==> config.mk <==
export PLATFORM = sky130hd
export DESIGN_NAME = nv_nvdla_reg_dual_pingpong_flat
export DESIGN_NICKNAME = d
export VERILOG_FILES = /design/src/rtl/nv_nvdla_reg_dual_pkg.sv /design/src/rtl/nv_nvdla_reg_dual_pingpong_if.sv /design/src/rtl/nv_nvdla_reg_dual_group.sv /design/src/rtl/nv_nvdla_reg_dual_pingpong.sv /design/src/flat_wrapper.sv
export SDC_FILE = /design/constraint.sdc
export NUM_CORES = 1
export LEC_CHECK = 0
export CELL_PAD_IN_SITES_DETAIL_PLACEMENT = 0
export CELL_PAD_IN_SITES_GLOBAL_PLACEMENT = 2
export CORE_ASPECT_RATIO = 0.9
export CORE_MARGIN = 10
export CORE_UTILIZATION = 36
export DETAILED_ROUTE_END_ITERATION = 6
export GPL_ROUTABILITY_DRIVEN = 0
export PLACE_DENSITY = 0.78
export SYNTH_ARGS = -nofsm -noshare
export SYNTH_HDL_FRONTEND = slang
export SYNTH_HIERARCHICAL = 1
export SYNTH_SLANG_ARGS = --single-unit
==> constraint.sdc <==
create_clock -name nvdla_core_clk -period 3.57 [get_ports nvdla_core_clk]
set_input_delay 0.714 -clock nvdla_core_clk [delete_from_list [all_inputs] [get_ports nvdla_core_clk]]
set_output_delay 0.714 -clock nvdla_core_clk [all_outputs]
set_load 0.02 [all_outputs]
==> src/rtl/nv_nvdla_reg_dual_pkg.sv <==
// Shared offsets, STATUS/POINTER bit positions and reset constants for the dual ping-pong config register file.
package nv_nvdla_reg_dual_pkg;

    localparam int unsigned REG_AW = 12;
    localparam int unsigned REG_DW = 32;

    localparam logic [REG_AW-1:0] PTR_OFS_DEF = 12'h000;
    localparam logic [REG_AW-1:0] STS_OFS_DEF = 12'h004;
    // Group block layout, relative to BASE: OP_ENABLE first, then CFG_k at 4+4k
    localparam logic [REG_AW-1:0] OPEN_REL    = 12'h000;
    localparam int unsigned       CFG_REL0    = 4;
    localparam int unsigned       CFG_STRIDE  = 4;

    localparam int unsigned PTR_PROD_BIT    = 0;
    localparam int unsigned PTR_CONS_BIT    = 16;
    localparam int unsigned STS_WR_LOCK_BIT = 16;
    localparam int unsigned STS_SPUR_BIT    = 17;

    localparam int unsigned  PROC_PREC_LSB = 12;
    localparam int unsigned  PROC_PREC_W   = 2;
    localparam logic [PROC_PREC_W-1:0] PROC_PREC_RST = 2'b01;
    localparam logic [REG_DW-1:0] CFG_WORD_RST = 32'(PROC_PREC_RST) << PROC_PREC_LSB;

    typedef struct packed {
        logic [REG_AW-1:0] offset;
        logic [REG_DW-1:0] data;
    } reg_wr_t;

    function automatic logic [REG_DW-1:0] ptr_word(input logic prod, input logic cons);
        logic [REG_DW-1:0] w;
        w = '0;
        w[PTR_PROD_BIT] = prod;
        w[PTR_CONS_BIT] = cons;
        return w;
    endfunction

endpackage

==> src/rtl/nv_nvdla_reg_dual_pingpong_if.sv <==
// CSB register port plus datapath launch/done handshake of the dual ping-pong register file.
interface nv_nvdla_reg_dual_pingpong_if #(
    parameter int unsigned NUM_CFG = 2
);
    logic [11:0]            reg_offset;
    logic [31:0]            reg_wr_data;
    logic                   reg_wr_en;
    logic [31:0]            reg_rd_data;
    logic                   op_done;
    logic                   op_valid;
    logic                   op_start;
    logic                   op_group;
    logic [32*NUM_CFG-1:0]  cfg_out;
    logic                   err_irq;

    modport master (
        output reg_offset, reg_wr_data, reg_wr_en, op_done,
        input  reg_rd_data, op_valid, op_start, op_group, cfg_out, err_irq
    );

    modport slave (
        input  reg_offset, reg_wr_data, reg_wr_en, op_done,
        output reg_rd_data, op_valid, op_start, op_group, cfg_out, err_irq
    );
endinterface

==> src/rtl/nv_nvdla_reg_dual_group.sv <==
// One config group: NUM_CFG config flops plus its op_en flop.
// NVDLA_REG_DUAL_WR_LOCK_EN: drop CFG writes while op_en=1 and flag lock_err_c.
module nv_nvdla_reg_dual_group
    import nv_nvdla_reg_dual_pkg::*;
#(
    parameter int unsigned          NUM_CFG = 2,
    parameter int unsigned          IDX_W   = 1,
    parameter logic [32*NUM_CFG-1:0] CFG_RST = {NUM_CFG{CFG_WORD_RST}}
) (
    input  logic                        clk,
    input  logic                        rst_n,
    input  logic                        cfg_we_i,
    input  logic [IDX_W-1:0]            cfg_idx_i,
    input  logic [31:0]                 cfg_wdata_i,
    input  logic                        en_set_i,
    input  logic                        en_clr_i,
    output logic [NUM_CFG-1:0][31:0]    cfg_o,
    output logic                        op_en_o,
    output logic                        op_en_nxt_c,
    output logic                        lock_err_c
);

    logic [NUM_CFG-1:0][31:0] cfg_q, cfg_d;
    logic                     op_en_q, op_en_d;
    logic                     cfg_wr_ok;

    always_comb begin
`ifdef NVDLA_REG_DUAL_WR_LOCK_EN
        lock_err_c = cfg_we_i & op_en_q;
        cfg_wr_ok  = cfg_we_i & ~op_en_q;
`else
        lock_err_c = 1'b0;
        cfg_wr_ok  = cfg_we_i;
`endif
        cfg_d = cfg_q;
        if (cfg_wr_ok) begin
            cfg_d[cfg_idx_i] = cfg_wdata_i;
        end
        // set (from an OP_ENABLE write) only happens while the bit is 0, clear only while it is 1
        op_en_d = (op_en_q & ~en_clr_i) | en_set_i;
    end

    always_ff @(posedge clk or negedge rst_n) begin
        if (!rst_n) begin
            cfg_q   <= CFG_RST;
            op_en_q <= 1'b0;
        end else begin
            cfg_q   <= cfg_d;
            op_en_q <= op_en_d;
        end
    end

    assign cfg_o       = cfg_q;
    assign op_en_o     = op_en_q;
    assign op_en_nxt_c = op_en_d;

endmodule

==> src/rtl/nv_nvdla_reg_dual_pingpong.sv <==
// Dual-group ping-pong config register file: pointers, register decode/read mux, STATUS and op_start.
// NVDLA_REG_DUAL_WR_LOCK_EN enables CFG write locking on the group being consumed.
module nv_nvdla_reg_dual_pingpong
    import nv_nvdla_reg_dual_pkg::*;
#(
    parameter int unsigned           NUM_CFG = 2,
    parameter logic [11:0]           BASE    = 12'h008,
    parameter logic [11:0]           PTR_OFS = PTR_OFS_DEF,
    parameter logic [11:0]           STS_OFS = STS_OFS_DEF,
    parameter logic [32*NUM_CFG-1:0] CFG_RST = {NUM_CFG{CFG_WORD_RST}}
) (
    input  logic                          nvdla_core_clk,
    input  logic                          nvdla_core_rstn,
    nv_nvdla_reg_dual_pingpong_if.slave   bus
);

    localparam int unsigned IDX_W = (NUM_CFG > 1) ? $clog2(NUM_CFG) : 1;

    reg_wr_t              wr;
    logic [11:0]          rel;
    logic [9:0]           cfg_k;
    logic [IDX_W-1:0]     cfg_idx;
    logic                 hit_ptr, hit_sts, hit_open, hit_cfg;
    logic                 wr_ptr, wr_sts, wr_open, wr_cfg;
    logic                 op_valid_c, done_ok, spur_done;

    logic                 producer_q, producer_d;
    logic                 consumer_q, consumer_d;
    logic                 err_lock_q, err_lock_d;
    logic                 err_spur_q, err_spur_d;
    logic                 start_q, start_d;

    logic [1:0]           op_en, op_en_nxt, lock_err, en_set, en_clr, cfg_we;
    logic [NUM_CFG-1:0][31:0] cfg_grp [2];
    logic [31:0]          rd_data;

    for (genvar g = 0; g < 2; g++) begin : g_grp
        nv_nvdla_reg_dual_group #(
            .NUM_CFG (NUM_CFG),
            .IDX_W   (IDX_W),
            .CFG_RST (CFG_RST)
        ) u_group (
            .clk         (nvdla_core_clk),
            .rst_n       (nvdla_core_rstn),
            .cfg_we_i    (cfg_we[g]),
            .cfg_idx_i   (cfg_idx),
            .cfg_wdata_i (wr.data),
            .en_set_i    (en_set[g]),
            .en_clr_i    (en_clr[g]),
            .cfg_o       (cfg_grp[g]),
            .op_en_o     (op_en[g]),
            .op_en_nxt_c (op_en_nxt[g]),
            .lock_err_c  (lock_err[g])
        );
    end

    // Address decode; POINTER and STATUS take priority over the group block
    always_comb begin
        wr       = '{offset: bus.reg_offset, data: bus.reg_wr_data};
        rel      = wr.offset - BASE;
        cfg_k    = rel[11:2] - 10'd1;
        cfg_idx  = cfg_k[IDX_W-1:0];
        hit_ptr  = (wr.offset == PTR_OFS);
        hit_sts  = !hit_ptr && (wr.offset == STS_OFS);
        hit_open = !hit_ptr && !hit_sts && (rel == OPEN_REL);
        hit_cfg  = !hit_ptr && !hit_sts && !hit_open && (rel[1:0] == 2'b00) &&
                   (rel[11:2] != 10'd0) && (cfg_k < 10'(NUM_CFG));
        wr_ptr   = bus.reg_wr_en & hit_ptr;
        wr_sts   = bus.reg_wr_en & hit_sts;
        wr_open  = bus.reg_wr_en & hit_open;
        wr_cfg   = bus.reg_wr_en & hit_cfg;
    end

    // Pointer, error and launch next-state
    always_comb begin
        op_valid_c = op_en[consumer_q];
        done_ok    = bus.op_done & op_valid_c;
        spur_done  = bus.op_done & ~op_valid_c;
        en_set     = '0;
        en_clr     = '0;
        cfg_we     = '0;
        for (int g = 0; g < 2; g++) begin
            en_set[g] = wr_open & wr.data[0] & ~op_en[g] & (producer_q == 1'(g));
            en_clr[g] = done_ok & (consumer_q == 1'(g));
            cfg_we[g] = wr_cfg & (producer_q == 1'(g));
        end
        producer_d = wr_ptr ? wr.data[PTR_PROD_BIT] : producer_q;
        consumer_d = consumer_q ^ done_ok;
        err_lock_d = (err_lock_q & ~(wr_sts & wr.data[STS_WR_LOCK_BIT])) | (|lock_err);
        err_spur_d = (err_spur_q & ~(wr_sts & wr.data[STS_SPUR_BIT])) | spur_done;
        // first cycle of a valid episode: either a fresh enable or a back-to-back hand-over
        start_d    = op_en_nxt[consumer_d] & (~op_valid_c | done_ok);
    end

    always_ff @(posedge nvdla_core_clk or negedge nvdla_core_rstn) begin
        if (!nvdla_core_rstn) begin
            producer_q <= 1'b0;
            consumer_q <= 1'b0;
            err_lock_q <= 1'b0;
            err_spur_q <= 1'b0;
            start_q    <= 1'b0;
        end else begin
            producer_q <= producer_d;
            consumer_q <= consumer_d;
            err_lock_q <= err_lock_d;
            err_spur_q <= err_spur_d;
            start_q    <= start_d;
        end
    end

    // Read mux; group block reads follow the producer
    always_comb begin
        rd_data = '0;
        if (hit_ptr) begin
            rd_data = ptr_word(producer_q, consumer_q);
        end else if (hit_sts) begin
            rd_data[1:0]            = op_en;
            rd_data[STS_WR_LOCK_BIT] = err_lock_q;
            rd_data[STS_SPUR_BIT]    = err_spur_q;
        end else if (hit_open) begin
            rd_data[0] = op_en[producer_q];
        end else if (hit_cfg) begin
            rd_data = cfg_grp[producer_q][cfg_idx];
        end
    end

    assign bus.reg_rd_data = rd_data;
    assign bus.op_valid    = op_en[consumer_q];
    assign bus.op_start    = start_q;
    assign bus.op_group    = consumer_q;
    assign bus.cfg_out     = consumer_q ? cfg_grp[1] : cfg_grp[0];
    assign bus.err_irq     = err_lock_q | err_spur_q;

endmodule
==> src/flat_wrapper.sv <==
// flat-port wrapper written by rule: the top's interface ports become plain ports
module nv_nvdla_reg_dual_pingpong_flat import nv_nvdla_reg_dual_pkg::*;
#(
    parameter int unsigned           NUM_CFG = 2,
    parameter logic [11:0]           BASE    = 12'h008,
    parameter logic [11:0]           PTR_OFS = PTR_OFS_DEF,
    parameter logic [11:0]           STS_OFS = STS_OFS_DEF,
    parameter logic [32*NUM_CFG-1:0] CFG_RST = {NUM_CFG{CFG_WORD_RST}}
)
  (nvdla_core_clk, nvdla_core_rstn, bus_reg_offset, bus_reg_wr_data, bus_reg_wr_en, bus_op_done, bus_reg_rd_data, bus_op_valid, bus_op_start, bus_op_group, bus_cfg_out, bus_err_irq);
  nv_nvdla_reg_dual_pingpong_if #(.NUM_CFG(NUM_CFG)) bus_i ();
  input  logic nvdla_core_clk;
  input  logic nvdla_core_rstn;
  input wire logic [$bits(bus_i.reg_offset)-1:0] bus_reg_offset;
  input wire logic [$bits(bus_i.reg_wr_data)-1:0] bus_reg_wr_data;
  input wire logic [$bits(bus_i.reg_wr_en)-1:0] bus_reg_wr_en;
  input wire logic [$bits(bus_i.op_done)-1:0] bus_op_done;
  output wire logic [$bits(bus_i.reg_rd_data)-1:0] bus_reg_rd_data;
  output wire logic [$bits(bus_i.op_valid)-1:0] bus_op_valid;
  output wire logic [$bits(bus_i.op_start)-1:0] bus_op_start;
  output wire logic [$bits(bus_i.op_group)-1:0] bus_op_group;
  output wire logic [$bits(bus_i.cfg_out)-1:0] bus_cfg_out;
  output wire logic [$bits(bus_i.err_irq)-1:0] bus_err_irq;
  assign bus_i.reg_offset = bus_reg_offset;
  assign bus_i.reg_wr_data = bus_reg_wr_data;
  assign bus_i.reg_wr_en = bus_reg_wr_en;
  assign bus_i.op_done = bus_op_done;
  assign bus_reg_rd_data = bus_i.reg_rd_data;
  assign bus_op_valid = bus_i.op_valid;
  assign bus_op_start = bus_i.op_start;
  assign bus_op_group = bus_i.op_group;
  assign bus_cfg_out = bus_i.cfg_out;
  assign bus_err_irq = bus_i.err_irq;
  nv_nvdla_reg_dual_pingpong #(.NUM_CFG(NUM_CFG), .BASE(BASE), .PTR_OFS(PTR_OFS), .STS_OFS(STS_OFS), .CFG_RST(CFG_RST)) u_core (.nvdla_core_clk(nvdla_core_clk), .nvdla_core_rstn(nvdla_core_rstn), .bus(bus_i));
endmodule
# Yosys cells after proc, flatten, opt, wreduce, memory -nomap -nowiden
# Cells that the tools add are included.
# word_totals
elab_cells	98
mem_bits_ro	0
inputBits	48
ram_bits	0
register_bits	135
output_inout_bits	100
latchBits	0
memories	0
# op_classes
shifts	0
n_lt_le_gt_ge	7
mul	0
n_eq_ne	1
n_mux	24
n_div	0
n_bitwise	38
n_reduce_logical	15
add_sub_neg	2
# op_table
cell	count
$mux W64	4
$mux W32	5
$bwmux W64	2
$demux W32 S1	1
$mux W31	1
$mux W14	2
$logic_not A12 Y1	2
$and A1 B1 Y1	22
$eq A12 B3 Y1 const B	1
$sub A12 B4 Y12 const B	1
$lt A10 B2 Y1 const B	1
$reduce_bool A10 Y1	1
$sub A10 B1 Y10 const B	1
$not A1 Y1	9
$logic_and A1 B1 Y1	8
$lt A1 B2 Y1 const B	4
$mux W1	7
$or A1 B1 Y1	5
$mux W2	2
$logic_not A1 Y1	3
$ge A2 B2 Y1 const B	1
$logic_not A2 Y1	1
$not A1 Y2	1
$ge A1 B1 Y1 const B	1
$xor A1 B1 Y1	1

# Logic depth before layout (Yosys ltp)
# Gate-level depths: netlist of run 1.
# depth
word_depth	15
ltp_mapped	15
depth_no_buf	10

# By module
# Netlist of run 1, hierarchy kept.
# modules_own_cells
mod	seq_area_each_um2	area_each_um2	instances	cells_per_inst
nv_nvdla_reg_dual_group	1629.1	2581.2	2	142
nv_nvdla_reg_dual_pingpong	125.1	2638.8	1	286

# Worst setup path before layout of run 1
# Ideal clock, no wire load.
# synth_path
path_kind	in2out
from	input bus_reg_offset[2]
to	output bus_reg_rd_data[22]
path_buffers	5
t_required_ns	2.856
path_slack_ns	-0.242
arrival_ns	3.098
cell_stages	11
cell_sequence	buf_2 > clkbuf_1 > inv_1 > ha_1 > clkbuf_1 > nor3_1 > o311ai_2 > or2_1 > buf_4 > buf_4 > nor3_1
# synth_between
elab_cells_between_ends	23
cone_classes	add/sub (2); order compare (1); eq/ne (1); mux (6); reduce/logical (13)
# synth_rtl
item	line	rtl
start: declaration	flat_wrapper.sv:14	input wire logic [$bits(bus_i.reg_offset)-1:0] bus_reg_offset;
$sub A12 B4 Y12 *	nv_nvdla_reg_dual_pingpong.sv:60	rel = wr.offset - BASE;
$sub A10 B1 Y10 *	nv_nvdla_reg_dual_pingpong.sv:61	cfg_k = rel[11:2] - 10'd1;
net u_core.cfg_k[0]	nv_nvdla_reg_dual_pingpong.sv:21	logic [9:0] cfg_k;
$lt A10 B2 Y1 or $mux W32 (tied branches)	nv_nvdla_reg_dual_pingpong.sv:67, nv_nvdla_reg_dual_pingpong.sv:123	
$logic_and A1 B1 Y1 or $mux W32 (tied branches)	nv_nvdla_reg_dual_pingpong.sv:67, nv_nvdla_reg_dual_pingpong.sv:123	
$mux W32 *	nv_nvdla_reg_dual_pingpong.sv:122	end else if (hit_cfg) begin
$mux W31 *	nv_nvdla_reg_dual_pingpong.sv:120	end else if (hit_open) begin
$mux W14 *	nv_nvdla_reg_dual_pingpong.sv:116	end else if (hit_sts) begin
$mux W32 *	nv_nvdla_reg_dual_pingpong.sv:114	if (hit_ptr) begin
end: declaration	flat_wrapper.sv:18	output wire logic [$bits(bus_i.reg_rd_data)-1:0] bus_reg_rd_data;
# The timed path passes the listed nets; every way through them passes the cells marked *. The select of a mux whose other input is x is not followed.

# Final worst setup path of run 1
# layout_path
from	input bus_reg_offset[4]
to	output bus_reg_rd_data[1]
# layout_between
elab_chain_len	15
elab_cells_between_ends	21
cone_classes	add/sub (2); order compare (1); eq/ne (1); mux (4); reduce/logical (13)
# layout_rtl
item	line
branches (longest 14 deep; another with $sub A12 B4 Y12)	-
$mux W32 *	nv_nvdla_reg_dual_pingpong.sv:114
# Mark *: on every way between the ends.

==> results.sh, run 1 <==
export IMPL_wl_per_cell_um=22.2
export IMPL_tightestPinTransition_ns=1.12
export IMPL_post_route_util_pct=50.9
export IMPL_yosysTopAreaCellShare_pct=42.0
export IMPL_p_sw_share_pct=23.5
export IMPL_start_util_pct=36.3
export IMPL_cts_sinks=135
export IMPL_dpl_hpwl_um=16000
export IMPL_rows=51
export IMPL_pre_cts_ws_ns=-0.956
export IMPL_crit_buf_inv=5
export IMPL_synth_common_cells="133 x mux2_2, 131 x dfrtp_1, 60 x mux2_4, 41 x nand2_1, 33 x nor3_1"
export IMPL_drt_initial_drc_count=249
export IMPL_crit_chain="buf_4 -> inv_2 -> ha_4 -> xnor2_4 -> buf_4 -> xnor2_2 -> nor4_4 -> buf_4 -> nand2_1 -> o41ai_4 -> buf_4"
export IMPL_cts_root_buf="clkbuf_16"
export IMPL_syn_nets=627
export IMPL_power_frac_comb_pct=9.2
export IMPL_grtUsageTotal_pct=16.8
export IMPL_ys_seq_area_share_pct=43.4
export IMPL_cts_buffers=17
export IMPL_port_buffers=147
export IMPL_crit_path_start_kind="primary input"
export IMPL_cts_tree="built"
export IMPL_grt_pass1_wl_um=36900
export IMPL_fmax_ghz=0.285
export IMPL_syn_area_per_cell_um2=13.7
export IMPL_maxSlewHeadroom_pct=25.1
export IMPL_worst_slack_ns=0.0642
export IMPL_worst_path_max_delay_cell="o41ai_4"
export IMPL_final_layout_size_suffix_gt1_share_pct=55.5
export IMPL_design_portCount=148
export IMPL_diodes=0
export IMPL_maxCapViolCount=0
export IMPL_die_h_um=160
export IMPL_antenna_found_initial=0
export IMPL_cts_buffer_depth=2
export IMPL_crit_type="primary input to output pin"
export IMPL_die_x_um=175
export IMPL_setup_viol=0
export IMPL_synth_seq_cells=135
export IMPL_critPathMostFrequentCell="buf_4"
export IMPL_syn_area_um2=7800
export IMPL_hp_class="primary input to asynchronous set/reset pin"
export IMPL_timing_final_crit_share_pct=98.2
export IMPL_yosysUniqueCellTypes=52
export IMPL_postCtsHoldBufs=0
export IMPL_fin_area_um2=10900
export IMPL_worst_path_max_fanout=9
export IMPL_slew_viol_final=0
export IMPL_grt_max_degree=120
export IMPL_synth_warnings=6
export IMPL_placed_area_um2=10000
export IMPL_path_clk_slew_ns=0.06
export IMPL_syn_inst=570
export IMPL_synth_edf_count=0
export IMPL_holdWs_ns=0.456
export IMPL_critPathCaptureType="output pin"
export IMPL_leakage_nw=5.14
export IMPL_clockPowerShare_pct=48.5
export IMPL_arrival_ns=2.79
export IMPL_pwr_share_seq_pct=42.3
export IMPL_drcViolationCount=0
export IMPL_synthArstFlopShare_pct=100
export IMPL_routed_via_density=5.15
export IMPL_insertion_delay_ns=0.41
export IMPL_yosys_area_top_type="dfrtp_1"
export IMPL_p_int_mw=2.79
export IMPL_drtPass1Iterations=4
export IMPL_synth_most_common_cell="mux2_2"
export IMPL_h_tree_depth=4
export IMPL_routed_wirelength_um=23600
export IMPL_cpLargestDelayFamily="buffers and inverters"
export IMPL_cp_data_required_time_ns=2.86
export IMPL_powerDensity_nw_per_um2=333
export IMPL_die_area_um2=28000
export IMPL_ant_nets=0
export IMPL_status="complete, no violations"
export IMPL_synthFlopType="dfrtp_1"
export IMPL_overflow=0
export IMPL_p_sw_uw=856
export IMPL_final_hold_violation_count=0
export IMPL_finalCriticalPeriod_ns=3.51
export IMPL_nets=817
export IMPL_ir_drop_mv=0.281
export IMPL_fin_setup_tns_ns=0
export IMPL_synth_area_leaders="dfrtp_1 42%, mux2_2 19%, mux2_4 12%, mux4_2 9.2%, nor3_1 2.1%"
export IMPL_grt_pass1_vias=6163
export IMPL_vias=5481
export IMPL_syn2layout_area_growth_pct=40.3
export IMPL_slowest_delay_ns=0.39
export IMPL_coreArea_um2=21500
export IMPL_skew_ns=0.00725
[layer usage]
metal | global-route usage [%] | part of all wire [%] | up-vias
met5 | 0 | 0 | -
met4 | 4.12 | 0.82 | 0
met3 | 3.98 | 4.5 | 10
met2 | 27.1 | 50 | 133
met1 | 22.2 | 45 | 2854
li1 | - | - | 2484
[layout make-up]
cell class / count / area, um2
fill: 1838 / 10600
multi-input combinational: 382 / 4450
sequential: 135 / 3390
timing repair buffer: 215 / 2100
clock buffer: 21 / 480
tap: 291 / 364
clock inverter: 11 / 123
inverter: 9 / 33.8
[sequential cells by signal, summed over array words and instances (netlist names)]
name and cells:
u_core/bus.op_group 1, u_core/err_lock_q 1, u_core/g_grp.u_group/op_en_o 2, u_core/producer_q 1
u_core/g_grp.u_group/cfg_o 128, u_core/err_spur_q 1, u_core/bus.op_start 1
[path summary, 6_finish.rpt]
check	start	endpoint	slack, ns	cells past startpoint
worst min-delay path	nvdla_core_rstn	u_core/g_grp[1].u_group/cfg_o[15]$_DFFE_PN0P_	0.46	1
worst max register to register	u_core/producer_q$_DFFE_PN0P_	u_core/g_grp[0].u_group/cfg_o[24]$_DFFE_PN0P_	1.40	7
worst max-delay path	bus_reg_offset[4]	bus_reg_rd_data[1]	0.06	11
worst min register to register	u_core/g_grp[0].u_group/cfg_o[61]$_DFFE_PN0P_	u_core/g_grp[0].u_group/cfg_o[61]$_DFFE_PN0P_	0.53	1
min in group nvdla_core_clk	u_core/g_grp[0].u_group/cfg_o[61]$_DFFE_PN0P_	u_core/g_grp[0].u_group/cfg_o[61]$_DFFE_PN0P_	0.53	1
max in group asynchronous	nvdla_core_rstn	u_core/g_grp[1].u_group/cfg_o[27]$_DFFE_PN0P_	2.26	2
[placed cells by master (no fill, tap or decap), drive strengths merged, types with 11 or more instances in the layout]
cell type | Yosys | final
nand2 | 41 | 41
clkbuf | 18 | 22
nor3 | 33 | 33
buf | 26 | 105
dfrtp | 131 | 131
nor2 | 11 | 11
mux2 | 193 | 193
clkdlybuf4s50 | 0 | 107
mux4 | 32 | 32
[stage by stage]
stage / total power [mW] / std cells
3_5_place_dp: 1.86 / 1014
6_report: 3.65 / 1064
4_1_cts: 3.67 / 1061
3_3_place_gp: 1.85 / 1014
2_1_floorplan: 1.67 / 570
5_1_grt: 3.78 / 1064
[power groups by stage]
stage	Clock, mW	Sequential [mW]	Combinational (mW)
CTS	1.80	1.54	0.326
detailed placement	0	1.57	0.288
global placement	0	1.57	0.284
global route	1.87	1.54	0.362
floorplan	0	1.57	0.107
finish	1.77	1.54	0.337
[worst reg2reg max path, cell delays in order (launching register included)]
cell	delay [ns]
dfrtp_2	0.40
buf_4	0.20
buf_4	0.24
nand3b_1	0.17
nor3_1	0.30
nand2b_2	0.22
buf_12	0.22
mux2_4	0.31
[timing repair]
item,4_1_cts,5_1_grt
gates cloned,2,0
buffers inserted,13,3
setup endpoints to repair,126,32
resized for setup,181,28
pin swaps,7,9
[cells by family (layout without fill, tap and decap cells)]
kind of cell,Yosys count,after routing,share of synthesized area [%]
buffers and inverters,53,256,4.41
adder cells (fa/ha/maj),9,9,1.44
AO/OA/AOI/OAI,24,24,2.41
AND/OR/NAND/NOR,115,115,7.44
other,2,2,0.0963
multiplexers,229,229,40.5
XOR/XNOR,3,3,0.337
flip-flops,135,135,43.4
(Power assumes the default switching activity.)
==> run 2, diff against run 1 <==
CORE_UTILIZATION = 28   (was 36)
PLACE_DENSITY = 0.62   (was 0.78)
==> results.sh, run 2 (same netlist as run 1, synthesis figures left out) <==
export IMPL_ir_drop_mv=0.302
export IMPL_final_cell_mix="133 x mux2_2, 129 x dfrtp_1, 104 x clkdlybuf4s50_1, 60 x mux2_4, 52 x buf_4"
export IMPL_dp_cells=1077
export IMPL_port_buffers=147
export IMPL_finalCriticalPeriod_ns=3.51
export IMPL_crit_type="primary input to output pin"
export IMPL_timing_final_crit_share_pct=98.4
export IMPL_post_route_util_pct=40.7
export IMPL_fin_setup_tns_ns=0
export IMPL_die_area_um2=34900
export IMPL_pre_cts_ws_ns=-0.875
export IMPL_skew_ns=0.0185
export IMPL_final_common_cell="mux2_2"
export IMPL_routed_via_density=4.87
export IMPL_postCtsHoldBufs=0
export IMPL_layoutNonFillerInstCount=1125
export IMPL_start_util_pct=28.6
export IMPL_grtUsageTotal_pct=14.4
export IMPL_status="complete, no violations"
export IMPL_design_portCount=148
export IMPL_cts_root_buf="clkbuf_16"
export IMPL_placed_area_um2=10200
export IMPL_cts_buffers=17
export IMPL_cts_tree="built"
export IMPL_routed_wirelength_um=25300
export IMPL_slew_viol_final=0
export IMPL_drcViolationCount=0
export IMPL_final_hold_violation_count=0
export IMPL_leakage_nw=5.19
export IMPL_die_x_um=196
export IMPL_fillers=2553
export IMPL_antenna_found_initial=0
export IMPL_worst_slack_ns=0.0580
export IMPL_grt_max_degree=77
export IMPL_maxCapViolCount=0
export IMPL_arrival_ns=2.80
export IMPL_cts_buffer_depth=2
export IMPL_rsz0062_at_grt="false"
export IMPL_hp_class="primary input to asynchronous set/reset pin"
export IMPL_drt_initial_drc_count=228
export IMPL_fmax_ghz=0.285
export IMPL_largest_reg_flops=128
export IMPL_h_tree_depth=4
export IMPL_total_power_mw=3.69
export IMPL_grt_pass1_wl_um=39000
export IMPL_worst_path_max_fanout=6
export IMPL_setup_viol=0
export IMPL_die_h_um=178
export IMPL_grt_pass1_vias=6217
export IMPL_path_clk_slew_ns=0.07
export IMPL_rows=57
export IMPL_syn2layout_area_growth_pct=42.0
export IMPL_diodes=0
export IMPL_drtPass1Iterations=4
export IMPL_powerDensity_nw_per_um2=333
export IMPL_coreArea_um2=27200
export IMPL_fin_area_um2=11100
export IMPL_overflow=0
export IMPL_vias=5477
export IMPL_critPathCaptureType="output pin"
export IMPL_tightestPinTransition_ns=0.767
export IMPL_insertion_delay_ns=0.43
export IMPL_crit_path_start_kind="primary input"
export IMPL_maxSlewHeadroom_pct=48.9
export IMPL_dpl_hpwl_um=17100
export IMPL_wl_per_cell_um=22.5
export IMPL_ant_nets=0
export IMPL_holdWs_ns=0.305
export IMPL_cts_sinks=135
export IMPL_cp_data_required_time_ns=2.86
export IMPL_final_layout_size_suffix_gt1_share_pct=55.8
export IMPL_nets=815
==> run 2: what timing repair did <==
action	in CTS	in global routing
gates resized for setup	185	32
pin swaps	16	9
setup endpoints to repair	92	32
gates cloned	1	1
setup buffers	13	2
==> run 2: power breakdown <==
group          total [mW]  leakage [nW]  internal [mW]  switching (mW)
Combinational       0.338          3.04          0.154           0.184
Clock                1.81         0.289           1.00           0.805
Sequential           1.54          1.86           1.53         0.00784
==> run 2: area by class of cell <==
cell class | instances | area [um2] | share of cell area, %
Multi-Input combinational cell | 382 | 4480 | 40.4
Sequential cell | 135 | 3390 | 30.6
Timing Repair Buffer | 213 | 2130 | 19.3
Tap cell | 354 | 443 | 4.00
Clock buffer | 17 | 425 | 3.84
Clock inverter | 15 | 173 | 1.56
Inverter | 9 | 33.8 | 0.305
==> run 2: final timing paths <==
path / from / end / slack (ns) / cells after the start
max reg2reg: u_core/producer_q$_DFFE_PN0P_ / u_core/g_grp[1].u_group/cfg_o[19]$_DFFE_PN0P_ / 1.53 / 5
min reg2reg: u_core/g_grp[0].u_group/cfg_o[48]$_DFFE_PN0P_ / u_core/g_grp[0].u_group/cfg_o[48]$_DFFE_PN0P_ / 0.53 / 1
min in group nvdla_core_clk: u_core/g_grp[0].u_group/cfg_o[48]$_DFFE_PN0P_ / u_core/g_grp[0].u_group/cfg_o[48]$_DFFE_PN0P_ / 0.53 / 1
min: nvdla_core_rstn / u_core/g_grp[0].u_group/cfg_o[23]$_DFFE_PN0P_ / 0.31 / 1
max: bus_reg_offset[5] / bus_reg_rd_data[15] / 0.06 / 9
max in group asynchronous: nvdla_core_rstn / u_core/g_grp[1].u_group/cfg_o[2]$_DFFE_PN0P_ / 2.42 / 2
==> run 2: worst max-delay path, cell delays in order <==
cell	delay, ns
buf_2	0.11
or4_4	0.54
or3_4	0.41
o311ai_4	0.29
or2_4	0.21
buf_4	0.13
buf_4	0.17
nor3_2	0.06
buf_2	0.16
==> run 2: routing by layer <==
| metal | up-vias | part of all wire, % | GRT usage [%] |
|---|---|---|---|
| met2 | 117 | 48 | 23.9 |
| met5 | - | 0 | 0 |
| met4 | 0 | 0.63 | 2.48 |
| met1 | 2861 | 47 | 18.6 |
| met3 | 15 | 4.5 | 4.09 |
| li1 | 2484 | - | - |
